<file path="config.mk">
export PLATFORM = sky130hd
export DESIGN_NAME = prga_decrypt
export DESIGN_NICKNAME = d
export VERILOG_FILES = /design/src/rtl/prga_decrypt.sv
export SDC_FILE = /design/constraint.sdc
export NUM_CORES = 1
export LEC_CHECK = 0
export CAP_MARGIN = 15
export CORE_UTILIZATION = 43
export CTS_CLUSTER_DIAMETER = 80
export CTS_CLUSTER_SIZE = 24
export DETAILED_ROUTE_END_ITERATION = 10
export PLACE_DENSITY = 0.79
export REMOVE_ABC_BUFFERS = 1
export SYNTH_ARGS = -nofsm -noshare
export SYNTH_HDL_FRONTEND = slang
export SYNTH_SLANG_ARGS = --single-unit
</file>
<file path="constraint.sdc">
create_clock -name clk -period 1.9 [get_ports clk]
set_input_delay 0.285 -clock clk [delete_from_list [all_inputs] [get_ports clk]]
set_output_delay 0.285 -clock clk [all_outputs]
set_load 0.005 [all_outputs]
</file>
<file path="src/rtl/prga_decrypt.sv">
// RC4 PRGA loop: swaps S, XORs the keystream with the encrypted ROM and hands each byte to the checker.
// Define PRGA_SKIP_DRAM_EN to remove the result-RAM write port (d_* outputs tied to 0).
module prga_decrypt #(
  parameter int MSG_LEN = 32,
  parameter int K_W     = 6
) (
  input  logic           clk,
  input  logic           resetm,
  input  logic           start,
  output logic [7:0]     s_addr,
  output logic [7:0]     s_wrdata,
  output logic           s_wren,
  input  logic [7:0]     s_rddata,
  output logic [K_W-1:0] rom_addr,
  input  logic [7:0]     rom_rddata,
  output logic [K_W-1:0] d_addr,
  output logic [7:0]     d_wrdata,
  output logic           d_wren,
  output logic [7:0]     char_out,
  output logic           new_char,
  output logic [K_W-1:0] char_count,
  input  logic           compared_char,
  input  logic           start_over,
  output logic           busy,
  output logic           done
);

  typedef enum logic [3:0] {
    S_IDLE, S_RD_I, S_WT_I, S_CP_I, S_WT_J, S_CP_J, S_WR_J,
    S_RD_F, S_WT_F, S_XOR, S_EMIT, S_ACK, S_DONE
  } state_t;

  localparam logic [K_W-1:0] K_LAST = K_W'(MSG_LEN - 1);

  state_t         state_q, state_d;
  logic [7:0]     i_q, i_d, j_q, j_d, si_q, si_d, sj_q, sj_d;
  logic [K_W-1:0] k_q, k_d;
  logic [7:0]     s_addr_q, s_addr_d, s_wrdata_q, s_wrdata_d;
  logic           s_wren_q, s_wren_d;
  logic [K_W-1:0] rom_addr_q, rom_addr_d;
  logic [7:0]     char_q, char_d;
  logic           new_char_q, new_char_d;
  logic           busy_q, busy_d, done_q, done_d;
`ifndef PRGA_SKIP_DRAM_EN
  logic [K_W-1:0] d_addr_q, d_addr_d;
  logic [7:0]     d_wrdata_q, d_wrdata_d;
  logic           d_wren_q, d_wren_d;
`endif

  always_comb begin
    state_d    = state_q;
    i_d        = i_q;
    j_d        = j_q;
    si_d       = si_q;
    sj_d       = sj_q;
    k_d        = k_q;
    s_addr_d   = s_addr_q;
    s_wrdata_d = s_wrdata_q;
    s_wren_d   = s_wren_q;
    rom_addr_d = rom_addr_q;
    char_d     = char_q;
    new_char_d = new_char_q;
    done_d     = done_q;
`ifndef PRGA_SKIP_DRAM_EN
    d_addr_d   = d_addr_q;
    d_wrdata_d = d_wrdata_q;
    d_wren_d   = d_wren_q;
`endif
    case (state_q)
      S_IDLE: begin
        if (start) begin
          i_d     = 8'd0;
          j_d     = 8'd0;
          k_d     = '0;
          state_d = S_RD_I;
        end
      end
      S_RD_I: begin
        i_d      = i_q + 8'd1;
        s_addr_d = i_q + 8'd1;
        state_d  = S_WT_I;
      end
      S_WT_I: state_d = S_CP_I;
      S_CP_I: begin
        si_d     = s_rddata;
        j_d      = j_q + s_rddata;
        s_addr_d = j_q + s_rddata;
        state_d  = S_WT_J;
      end
      S_WT_J: state_d = S_CP_J;
      // Swap is two back-to-back writes: S[i] <= S[j], then S[j] <= S[i].
      S_CP_J: begin
        sj_d       = s_rddata;
        s_addr_d   = i_q;
        s_wrdata_d = s_rddata;
        s_wren_d   = 1'b1;
        state_d    = S_WR_J;
      end
      S_WR_J: begin
        s_addr_d   = j_q;
        s_wrdata_d = si_q;
        s_wren_d   = 1'b1;
        state_d    = S_RD_F;
      end
      S_RD_F: begin
        s_wren_d   = 1'b0;
        s_addr_d   = si_q + sj_q;
        rom_addr_d = k_q;
        state_d    = S_WT_F;
      end
      S_WT_F: state_d = S_XOR;
      S_XOR: begin
        char_d = s_rddata ^ rom_rddata;
`ifndef PRGA_SKIP_DRAM_EN
        d_addr_d   = k_q;
        d_wrdata_d = s_rddata ^ rom_rddata;
        d_wren_d   = 1'b1;
`endif
        state_d = S_EMIT;
      end
      S_EMIT: begin
`ifndef PRGA_SKIP_DRAM_EN
        d_wren_d = 1'b0;
`endif
        new_char_d = 1'b1;
        state_d    = S_ACK;
      end
      S_ACK: begin
        new_char_d = 1'b0;
        if (start_over) begin
          state_d = S_IDLE;
        end else if (compared_char) begin
          k_d     = k_q + K_W'(1);
          state_d = (k_q == K_LAST) ? S_DONE : S_RD_I;
        end
      end
      S_DONE: begin
        done_d = 1'b1;
        if (start) begin
          done_d  = 1'b0;
          i_d     = 8'd0;
          j_d     = 8'd0;
          k_d     = '0;
          state_d = S_RD_I;
        end
      end
      default: state_d = S_IDLE;
    endcase
    busy_d = (state_d != S_IDLE) && (state_d != S_DONE);
  end

  always_ff @(posedge clk or negedge resetm) begin
    if (!resetm) begin
      state_q    <= S_IDLE;
      i_q        <= '0;
      j_q        <= '0;
      si_q       <= '0;
      sj_q       <= '0;
      k_q        <= '0;
      s_addr_q   <= '0;
      s_wrdata_q <= '0;
      s_wren_q   <= 1'b0;
      rom_addr_q <= '0;
      char_q     <= '0;
      new_char_q <= 1'b0;
      busy_q     <= 1'b0;
      done_q     <= 1'b0;
`ifndef PRGA_SKIP_DRAM_EN
      d_addr_q   <= '0;
      d_wrdata_q <= '0;
      d_wren_q   <= 1'b0;
`endif
    end else begin
      state_q    <= state_d;
      i_q        <= i_d;
      j_q        <= j_d;
      si_q       <= si_d;
      sj_q       <= sj_d;
      k_q        <= k_d;
      s_addr_q   <= s_addr_d;
      s_wrdata_q <= s_wrdata_d;
      s_wren_q   <= s_wren_d;
      rom_addr_q <= rom_addr_d;
      char_q     <= char_d;
      new_char_q <= new_char_d;
      busy_q     <= busy_d;
      done_q     <= done_d;
`ifndef PRGA_SKIP_DRAM_EN
      d_addr_q   <= d_addr_d;
      d_wrdata_q <= d_wrdata_d;
      d_wren_q   <= d_wren_d;
`endif
    end
  end

  assign s_addr     = s_addr_q;
  assign s_wrdata   = s_wrdata_q;
  assign s_wren     = s_wren_q;
  assign rom_addr   = rom_addr_q;
  assign char_out   = char_q;
  assign new_char   = new_char_q;
  assign char_count = k_q;
  assign busy       = busy_q;
  assign done       = done_q;
`ifndef PRGA_SKIP_DRAM_EN
  assign d_addr     = d_addr_q;
  assign d_wrdata   = d_wrdata_q;
  assign d_wren     = d_wren_q;
`else
  assign d_addr     = '0;
  assign d_wrdata   = '0;
  assign d_wren     = 1'b0;
`endif

endmodule
</file>
==> reports/metrics.cfg, run 1 <==
[critical_path]
critPathLaunchType = flip-flop
required_ns = 2.13
endpoint = s_addr[6]
crit_start = sj_q[0]
critical_path_class = reg2reg
cp_max_fo = 2
r2r_start = sj_q[0]
worstPathArrival_ns = 2.22
worstReg2RegEnd = s_addr[6]
reg2regPathDepth = 7
reg2reg_slack_ns = -0.08
end_kind = flip-flop

[timing]
fmax_mhz = 504
final_hold_viol_count = 0
tns_ns = -0.124
period_minus_slack_ns = 1.98
whs_ns = 0.376
worst_slew_pin_slew_ns = 0.743
maxSlewHeadroom = 0.503
rsz0062_at_grt = yes
timing.final.ws_setup_ns = -0.0840
fin_skew_ns = 0.00938
post-route-period-util = 1.04
finalSetupViolCount = 2
slew_viol_final = 0

[clocking]
h-tree-depth = 3
tritoncts = built
cts-buffers-inserted = 9
cts_sinks = 83
cts_root_buf = clkbuf_8
clkTransAtPathRegs_ns = 0.08
clock_path_buffers = 2
clock_latency_ns = 0.37

[yosys]
synth-seq-area-share = 0.460
netlist-cell-type-count = 57
synthCells = 458
yosysWarnings = 0
synth_area_um2 = 4510
yosys_register_bits = 83
async_flop_share = 1.00
syn_avg_cell_area_um2 = 9.85
synth-edff-count = 0
synthFlopType = dfrtp_1

[pwr]
p_per_area_nw_per_um2 = 1600
leakagePower_nw = 2.70
vdd_drop_max_uv = 695
finalPower_mw = 9.68

[routing]
vias_per_cell = 5.43
drc_errors = 0
met3_wirelength_um = 531
vias = 3918
drt-total-wl_mm = 12.0
met2WireLength_mm = 5.68
drt_iter0_drc = 237
postRouteAntennaNets = 0
met1_length_mm = 5.52
wl_per_cell_um = 16.6
first_pass_iters = 5
top_layer = met4

[global_routing]
grt_pass1_vias = 3817
overflow = 0
grt_usage = 0.232
antenna_found_initial = 0
grt_start_max_net_pins = 31
grt_pass1_wl_mm = 19.7

[min_path]
hp-class = in2async

[outcome]
status = finished, violations left
violations = setup timing

[place]
placed_cell_area_um2 = 5700
place.gp.congestion = 0.903
port_buffers = 75
dp_hpwl_mm = 8.77

[die]
core.rowCount = 37
initial_core_util = 0.441
ios = 76
die_x_um = 104
core_area_um2 = 10200
die_h_um = 104
die_area_um2 = 10900

[final_layout]
diodes = 0
final_common_cell = dfrtp_1
finish.instance_area_um2 = 6050
final_layout_size_suffix_gt1_frac = 0.222
nFillCells = 848
area_growth_pct = 34.1
final_cell_mix = dfrtp_1, clkdlybuf4s50_1, nand2_1
nets = 619

[job]
cap_violations = 0

==> area by class of cell <==
class | instances | area, um^2 | share of cell area
clock inverters | 5 | 52.6 | 0.00869
multi-input cells | 345 | 2350 | 0.389
inverters | 2 | 7.51 | 0.00124
repair buffers | 139 | 1250 | 0.206
flip-flops and latches | 83 | 2080 | 0.344
well taps | 136 | 170 | 0.0281
clock buffers | 11 | 141 | 0.0234
==> synth_stat cells, types with 3 or more instances <==
master | n | area share
and3_1 | 3 | 0.0042
dfrtp_1 | 83 | 0.46
nand3_1 | 6 | 0.0067
nor2_1 | 36 | 0.030
nand2b_1 | 6 | 0.0083
or3_1 | 5 | 0.0069
a211oi_1 | 10 | 0.017
a21oi_1 | 24 | 0.027
nand3b_1 | 6 | 0.010
xor2_1 | 10 | 0.019
a21o_1 | 8 | 0.013
clkbuf_1 | 5 | 0.0042
ha_1 | 16 | 0.044
buf_2 | 12 | 0.013
a22o_1 | 4 | 0.0078
a31oi_1 | 4 | 0.0055
mux2i_1 | 3 | 0.0067
mux2_2 | 19 | 0.047
o21bai_1 | 4 | 0.0067
buf_4 | 8 | 0.013
o211ai_1 | 3 | 0.0050
nor3_1 | 7 | 0.0078
o21ai_0 | 35 | 0.039
nand2_1 | 72 | 0.060
xnor2_1 | 12 | 0.023
a22oi_1 | 12 | 0.020
nor2b_1 | 6 | 0.0083
==> worst max-delay path, cell delays in order (launching register included) <==
cell      delay, ns
dfrtp_1        0.40
ha_2           0.21
fa_2           0.35
a211oi_2       0.22
o21bai_1       0.11
mux2i_1        0.15
o32ai_1        0.28
o211ai_1       0.13
==> cell families (layout without fill, tap and decap cells) <==
logic type                 Yosys count  count (layout)  synth area share
and+or+nand+nor                    162             162             0.173
muxes                               23              23            0.0566
xor gates and xnor gates            22              22            0.0427
DFF                                 83              83             0.460
AOI/OAI and AO/OA                  120             120             0.173
adders and majority gates           18              18            0.0533
buffers and inverters               30             157            0.0408
==> worst min path at each step <==
stage	startpoint	to	slack, ns
after detailed placement	resetm	d_addr[2]	0.23
after CTS	resetm	d_addr[2]	0.37
final	resetm	d_addr[2]	0.38
after floorplan	resetm	busy	-0.01
after global routing	resetm	d_wrdata[0]	0.40
after global placement	resetm	d_addr[1]	0.22
==> per-stage QoR <==
stage / setup WS [ns] / instances / util
6_report: -0.0840 / 721 / 0.591
5_1_grt: -0.175 / 721 / 0.591
4_1_cts: -0.0752 / 717 / 0.583
3_5_place_dp: -0.550 / 699 / 0.557
3_3_place_gp: -0.503 / 699 / 0.557
2_1_floorplan: -0.263 / 430 / -
==> routing by layer <==
layer / vias to the layer above / track usage
met5: - / 0
met4: 0 / 0.100
met3: 18 / 0.0332
met2: 116 / 0.374
met1: 1907 / 0.312
li1: 1877 / -
==> flip-flops by register name, summed over array words and instances (netlist names), 4 cells and up <==
register / cells
char_count: 6
i_q: 8
state_q: 4
j_q: 8
s_wrdata: 8
s_addr: 8
si_q: 8
sj_q: 8
rom_addr: 6
d_addr: 6
d_wrdata: 8
==> timing repair <==
item                                   in CTS  in global routing
hold buffers                                1                  0
pin swaps                                  13                  6
endpoints found under the hold margin      25                  0
buffers inserted                            1                  4
gates resized for setup                    14                 13
cloned                                      0                  0
setup endpoints to repair                   6                 17
==> power breakdown <==
group	total [mW]	leakage, nW	internal [mW]	switching [mW]
clock network	1.30	0.0991	0.637	0.660
logic	5.35	1.57	2.78	2.57
registers	3.04	1.04	2.45	0.584
Note: power is estimated with default switching activity, not from simulation.
==> inputs of run 2 (changes only) <==
--- a/config.mk
+++ b/config.mk
@@ -12,6 +12,7 @@
 export DETAILED_ROUTE_END_ITERATION = 10
 export PLACE_DENSITY = 0.79
 export REMOVE_ABC_BUFFERS = 1
+export SLEW_MARGIN = 30
 export SYNTH_ARGS = -nofsm -noshare
 export SYNTH_HDL_FRONTEND = slang
 export SYNTH_SLANG_ARGS = --single-unit
==> results of run 2 <==
The final DEF is identical to that of run 1; final timing and power are the same.
==> inputs of run 3 (changes only) <==
--- a/config.mk
+++ b/config.mk
@@ -7,12 +7,11 @@
 export LEC_CHECK = 0
 export CAP_MARGIN = 15
 export CORE_UTILIZATION = 43
-export CTS_CLUSTER_DIAMETER = 80
+export CTS_CLUSTER_DIAMETER = 150
 export CTS_CLUSTER_SIZE = 24
 export DETAILED_ROUTE_END_ITERATION = 10
 export PLACE_DENSITY = 0.79
 export REMOVE_ABC_BUFFERS = 1
-export SLEW_MARGIN = 30
 export SYNTH_ARGS = -nofsm -noshare
 export SYNTH_HDL_FRONTEND = slang
 export SYNTH_SLANG_ARGS = --single-unit
==> results of run 3 <==
The final DEF is identical to that of run 1; final timing and power are the same.
